==> config.mk <==
export PLATFORM = sky130hd
export DESIGN_NAME = wishbone_master
export DESIGN_NICKNAME = d
export VERILOG_FILES = /design/src/rtl/wishbone_master.sv
export SDC_FILE = /design/constraint.sdc
export NUM_CORES = 1
export LEC_CHECK = 0
export ABC_AREA = 0
export CAP_MARGIN = 20
export CORE_MARGIN = 10
export CORE_UTILIZATION = 55
export CTS_CLUSTER_SIZE = 28
export DETAILED_ROUTE_END_ITERATION = 8
export DONT_BUFFER_PORTS = 1
export PLACE_DENSITY = 0.81
export SYNTH_ARGS = -nofsm -noshare
export SYNTH_HDL_FRONTEND = slang
export SYNTH_SLANG_ARGS = --single-unit
==> constraint.sdc <==
create_clock -name i_clk -period 2.4 [get_ports i_clk]
set_input_delay 0.36 -clock i_clk [delete_from_list [all_inputs] [get_ports i_clk]]
set_output_delay 0.36 -clock i_clk [all_outputs]
set_load 0.02 [all_outputs]
==> src/rtl/wishbone_master.sv <==
// Wishbone B4 pipelined single-transaction master.
// Accepts one command at a time, runs one bus cycle, and returns a
// one-cycle response pulse carrying read data, error and timeout flags.
// A saturating cycle counter forces termination when a slave never answers.
module wishbone_master #(
    parameter int ADDR_WIDTH     = 2,
    parameter int TIMEOUT_CYCLES = 255
) (
    input  logic                  i_clk,
    input  logic                  i_reset_n,

    input  logic                  i_cmd_valid,
    output logic                  o_cmd_ready,
    input  logic                  i_cmd_we,
    input  logic [ADDR_WIDTH-1:0] i_cmd_addr,
    input  logic [31:0]           i_cmd_wdata,

    output logic                  o_rsp_valid,
    output logic [31:0]           o_rsp_rdata,
    output logic                  o_rsp_err,
    output logic                  o_rsp_timeout,

    output logic                  o_wb_cyc,
    output logic                  o_wb_stb,
    output logic                  o_wb_we,
    output logic [ADDR_WIDTH-1:0] o_wb_addr,
    output logic [31:0]           o_wb_odata,
    output logic [3:0]            o_wb_sel,
    input  logic                  i_wb_ack,
    input  logic                  i_wb_stall,
    input  logic                  i_wb_err,
    input  logic [31:0]           i_wb_idata
);

    typedef enum logic [1:0] {
        ST_IDLE = 2'd0,
        ST_REQ  = 2'd1,
        ST_WAIT = 2'd2,
        ST_RSP  = 2'd3
    } state_t;

    localparam logic [15:0] TIMEOUT_LIMIT = 16'(TIMEOUT_CYCLES);

    state_t                state_q;
    state_t                state_d;
    logic [15:0]           tmo_cnt_q;
    logic [15:0]           tmo_cnt_d;
    logic [15:0]           tmo_cnt_inc;

    logic                  cmd_ready_d;
    logic                  wb_cyc_d;
    logic                  wb_stb_d;
    logic                  wb_we_d;
    logic [ADDR_WIDTH-1:0] wb_addr_d;
    logic [31:0]           wb_odata_d;
    logic [3:0]            wb_sel_d;
    logic                  rsp_valid_d;
    logic [31:0]           rsp_rdata_d;
    logic                  rsp_err_d;
    logic                  rsp_timeout_d;

    logic                  bus_done;
    logic                  timed_out;

    // The counter sticks at its maximum so a huge TIMEOUT_CYCLES cannot wrap.
    assign tmo_cnt_inc = (tmo_cnt_q == 16'hFFFF) ? tmo_cnt_q : tmo_cnt_q + 16'd1;

    // Terminating conditions, only meaningful while the bus cycle is open.
    assign bus_done  = i_wb_ack | i_wb_err;
    assign timed_out = (tmo_cnt_inc >= TIMEOUT_LIMIT);

    // Next-state and next-output computation; every output is a flop fed from here.
    always_comb begin
        state_d       = state_q;
        tmo_cnt_d     = o_wb_cyc ? tmo_cnt_inc : tmo_cnt_q;
        cmd_ready_d   = o_cmd_ready;
        wb_cyc_d      = o_wb_cyc;
        wb_stb_d      = o_wb_stb;
        wb_we_d       = o_wb_we;
        wb_addr_d     = o_wb_addr;
        wb_odata_d    = o_wb_odata;
        rsp_valid_d   = 1'b0;
        rsp_rdata_d   = o_rsp_rdata;
        rsp_err_d     = o_rsp_err;
        rsp_timeout_d = o_rsp_timeout;

        case (state_q)
            ST_IDLE: begin
                cmd_ready_d = 1'b1;
                wb_cyc_d    = 1'b0;
                wb_stb_d    = 1'b0;
                if (i_cmd_valid && o_cmd_ready) begin
                    cmd_ready_d   = 1'b0;
                    wb_cyc_d      = 1'b1;
                    wb_stb_d      = 1'b1;
                    wb_we_d       = i_cmd_we;
                    wb_addr_d     = i_cmd_addr;
                    wb_odata_d    = i_cmd_wdata;
                    tmo_cnt_d     = 16'd0;
                    rsp_err_d     = 1'b0;
                    rsp_timeout_d = 1'b0;
                    state_d       = ST_REQ;
                end
            end

            ST_REQ, ST_WAIT: begin
                cmd_ready_d = 1'b0;
                if (bus_done) begin
                    // An ack coinciding with stall-low acceptance is a normal completion.
                    wb_cyc_d    = 1'b0;
                    wb_stb_d    = 1'b0;
                    rsp_valid_d = 1'b1;
                    rsp_err_d   = i_wb_err;
                    if (!i_wb_err && !o_wb_we) begin
                        rsp_rdata_d = i_wb_idata;
                    end
                    state_d = ST_RSP;
                end else if (timed_out) begin
                    wb_cyc_d      = 1'b0;
                    wb_stb_d      = 1'b0;
                    rsp_valid_d   = 1'b1;
                    rsp_err_d     = 1'b1;
                    rsp_timeout_d = 1'b1;
                    state_d       = ST_RSP;
                end else if ((state_q == ST_REQ) && !i_wb_stall) begin
                    wb_stb_d = 1'b0;
                    state_d  = ST_WAIT;
                end
            end

            ST_RSP: begin
                cmd_ready_d = 1'b1;
                wb_cyc_d    = 1'b0;
                wb_stb_d    = 1'b0;
                state_d     = ST_IDLE;
            end

            default: begin
                cmd_ready_d = 1'b1;
                wb_cyc_d    = 1'b0;
                wb_stb_d    = 1'b0;
                state_d     = ST_IDLE;
            end
        endcase

        wb_sel_d = wb_cyc_d ? 4'hF : 4'h0;
    end

    // State and output registers; reset aborts any open cycle without a response.
    always_ff @(posedge i_clk or negedge i_reset_n) begin
        if (!i_reset_n) begin
            state_q       <= ST_IDLE;
            tmo_cnt_q     <= 16'd0;
            o_cmd_ready   <= 1'b1;
            o_wb_cyc      <= 1'b0;
            o_wb_stb      <= 1'b0;
            o_wb_we       <= 1'b0;
            o_wb_addr     <= '0;
            o_wb_odata    <= 32'd0;
            o_wb_sel      <= 4'h0;
            o_rsp_valid   <= 1'b0;
            o_rsp_rdata   <= 32'd0;
            o_rsp_err     <= 1'b0;
            o_rsp_timeout <= 1'b0;
        end else begin
            state_q       <= state_d;
            tmo_cnt_q     <= tmo_cnt_d;
            o_cmd_ready   <= cmd_ready_d;
            o_wb_cyc      <= wb_cyc_d;
            o_wb_stb      <= wb_stb_d;
            o_wb_we       <= wb_we_d;
            o_wb_addr     <= wb_addr_d;
            o_wb_odata    <= wb_odata_d;
            o_wb_sel      <= wb_sel_d;
            o_rsp_valid   <= rsp_valid_d;
            o_rsp_rdata   <= rsp_rdata_d;
            o_rsp_err     <= rsp_err_d;
            o_rsp_timeout <= rsp_timeout_d;
        end
    end

endmodule
==> flow_summary_export.csv <==
group,metric,value,unit
status,status,"complete, but fails checks",
status,violations,"negative hold slack",
layout,drive_gt1_share,26.2,%
drt,first_pass_iters,5,
synthesis,synth.cell_area,4200,um^2
drt,wirelength,10500,um
global_route,grt_first_pass_wirelength,16200,um
worst_setup_path,path_cells,"nand4_1 -> buf_4 -> nor4_4 -> mux2i_1 -> o2111ai_2 -> nor4b_4 -> a21o_1 -> mux2_4",
clock_tree,clock_latency,0.36,ns
die,die_x,107,um
pwr,power,6.55,mW
synthesis,synth_nets,480,
sta,relSlewSlack,64.7,%
worst_setup_path,crit_buf_inv,1,
synthesis,synth_edf_count,0,
synthesis,synth-xor-area-share,1.46,%
layout,final_util,64.1,%
sta,setup_viol,0,
die,start_util,57.2,%
die,coreArea,7330,um^2
worst_setup_path,critPathMaxStageDelay,0.41,ns
placement,placed_cells,492,
worst_setup_path,reg2reg_to,"state_q[1]",
die,die_y,107,um
sta,timing.final.hold_violations,91,
worst_setup_path,reg2reg_depth,8,
die,dieArea,11500,um^2
synthesis,synth_adder_area_share,1.79,%
layout,seqCellArea,2290,um^2
worst_setup_path,cp_max_fo,4,
sta,period_needed,2.37,ns
worst_setup_path,worstPathArrival,2.62,ns
synthesis,seq_area_frac_synth,54.3,%
synthesis,synth_compound_area_share,6.47,%
pwr,vdd_ir_drop_max,0.831,mV
layout,layout.nets,497,
die,rows,31,
worst_setup_path,crit_required,2.65,ns
global_route,grt_max_degree,92,
sta,setup_ws,0.0287,ns
clock_tree,clock-sinks,91,
sta,finalSetupTns,0,ns
layout,stdcell_count,522,
global_route,grt_antenna_before_repair,0,
worst_setup_path,reg2reg_slack,0.03,ns
placement,post-place-ws,0.0463,ns
synthesis,synth_cell_type_count,52,
hold_path,min_path_type,"primary input to async pin",
placement,portBuffers,0,
flow_run,cap_violations,0,
worst_setup_path,r2r_start,"tmo_cnt_q[8]",
synthesis,yosysWarningCount,0,
synthesis,async_flop_share,100,%
sta,rsz0062_at_grt,"yes",
placement,hpwl,7370,um
synthesis,netlist_instances,401,
clock_tree,cts_tree,"built",
drt,wl_per_cell,20.2,um
sta,fin_crit_sh,98.8,%
worst_setup_path,criticalPathCategory,"register to register",
drt,vias,3039,
worst_setup_path,cp_slowest_cell,"dfrtp_1",
clock_tree,clockBufferDepth,2,
worst_setup_path,endpoint_kind,"register",
synthesis,synth_top_family_by_area,"simple AND/OR/NAND/NOR gates",
global_route,grt_usage,17.6,%
worst_setup_path,path_delay_family,"simple AND/OR/NAND/NOR gates",
synthesis,syn_area_per_cell,10.5,um^2
clock_tree,clk_pin_slew,0.09,ns
drt,drc,0,
sta,skew,0.0137,ns
die,pin_count,150,
clock_tree,ctsHtreeMaxLevel,3,
sta,report.final.slew_viol_count,0,
layout,insertedDiodeCount,0,
layout,multi_input_area,1790,um^2
pwr,pwr_density_cell,1390,nW/um^2
clock_tree,clockRootBuffer,"clkbuf_8",
clock_tree,numCtsBuffers,9,
layout,n_fill_cell,555,
sta,hold_slack,-0.313,ns
placement,gp_congestion,0.889,
synthesis,synth_mux_area_share,9.84,%
drt,drtIter0Drc,219,
synthesis,synthSimpleGateAreaFrac,21.4,%
global_route,first_global_vias,3006,
sta,max_freq,422,MHz
layout,area_growth,12.0,%
synthesis,synth-seq-cells,91,
sta,worst_pin_slew,0.525,ns
worst_setup_path,start_kind,"register",
drt,vias_per_cell,5.82,
pwr,leakage,2.22,nW
synthesis,ys.flop_type,"dfrtp_1",
global_route,overflow,0,
drt,antenna_left,0,
-- sequential cells by signal (all words and copies together) (netlist names) --
signal / cells
o_rsp_rdata: 32
o_wb_odata: 32
tmo_cnt_q: 16
o_wb_addr: 2
state_q: 2
o_cmd_ready: 1
o_rsp_err: 1
o_rsp_timeout: 1
o_rsp_valid: 1
o_wb_sel: 1
o_wb_stb: 1
o_wb_we: 1
-- placed cells by master, fill, tap and decap left out, types with 2 or more instances in the layout --
master / n
o21ai_0: 5
buf_4: 32
clkbuf_1: 2
and2_1: 4
and3_1: 3
nand2_1: 119
a31o_2: 2
nor2_1: 14
nor2b_1: 2
nand3_1: 9
mux2i_1: 3
a21oi_1: 8
nand4b_1: 3
o211a_1: 2
ha_1: 5
mux2_2: 33
or3_2: 2
xor2_1: 6
a21o_1: 3
nor3_1: 8
and4_1: 3
a31oi_1: 5
o311a_1: 2
clkbuf_8: 10
inv_1: 5
dfrtp_2: 7
and3_2: 2
dfrtp_1: 83
nand4_1: 7
-- cell type report --
cell class,instances,area share (%)
multi-input combinational,277,38.2
timing repair buffer,34,5.78
inverter,5,0.399
sequential,91,48.7
clock buffer,12,3.09
tap,99,2.64
clock inverter,4,1.25
-- synth_stat cells, drive strengths merged, types with 4 or more instances --
library cell | count | area share [%]
nand2 | 119 | 11
dfrtp | 90 | 54
mux2 | 34 | 9.1
buf | 15 | 2.4
nor2 | 15 | 1.5
clkbuf | 13 | 1.9
nand3 | 10 | 1.3
nor3 | 10 | 1.2
a21oi | 9 | 1.1
nand4 | 8 | 1.6
ha | 6 | 1.8
xor2 | 6 | 1.3
a31oi | 5 | 0.75
and3 | 5 | 0.81
inv | 5 | 0.45
o21ai | 5 | 0.60
and2 | 4 | 0.60
-- report_power, final --
part | internal, mW | switching, mW | leakage, nW | total [mW]
Sequential | 2.25 | 1.35 | 1.12 | 3.61
Clock | 0.525 | 0.560 | 0.103 | 1.09
Combinational | 0.937 | 0.919 | 0.997 | 1.86
-- kinds of logic after synthesis --
kind of cell,count (synthesis)
simple gates,189
flops,91
compound gates,38
mux,37
buf+inv,33
xor+xnor,7
fa+ha+maj,6
-- routing by layer --
| metal | track usage [%] | routed length (um) | vias to the layer above |
|---|---|---|---|
| li1 | - | - | 1400 |
| met1 | 20.5 | 3860 | 1453 |
| met2 | 27.0 | 5110 | 173 |
| met3 | 9.88 | 1430 | 13 |
| met4 | 5.92 | 132 | 0 |
| met5 | 0 | 0 | - |
-- worst max path at each step --
stage                 start    endpoint  slack, ns  depth (start not counted)
6_report       tmo_cnt_q[8]  state_q[1]       0.03                          8
5_1_grt        tmo_cnt_q[0]  state_q[0]      -0.06                          8
2_1_floorplan  tmo_cnt_q[5]  state_q[1]      0.003                          8
4_1_cts        tmo_cnt_q[3]    o_wb_stb       0.03                          8
3_3_place_gp   tmo_cnt_q[1]  state_q[1]       0.08                          8
3_5_place_dp   tmo_cnt_q[1]  state_q[1]       0.05                          8
-- timing repair --
item                       CTS  global route
setup endpoints to repair    0             6
hold endpoints to repair    91            91
buffers inserted             0            14
gates resized for setup      0            16
-- stage by stage --
step | instance area (um^2) | hold slack (ns)
final | 4700 | -0.313
after global routing | 4700 | -0.346
after CTS | 4540 | -0.333
after detailed placement | 4330 | 0.0666
after global placement | 4330 | 0.0668
after floorplan | 4220 | 0.0644
Power figures use the tool's default switching activity.
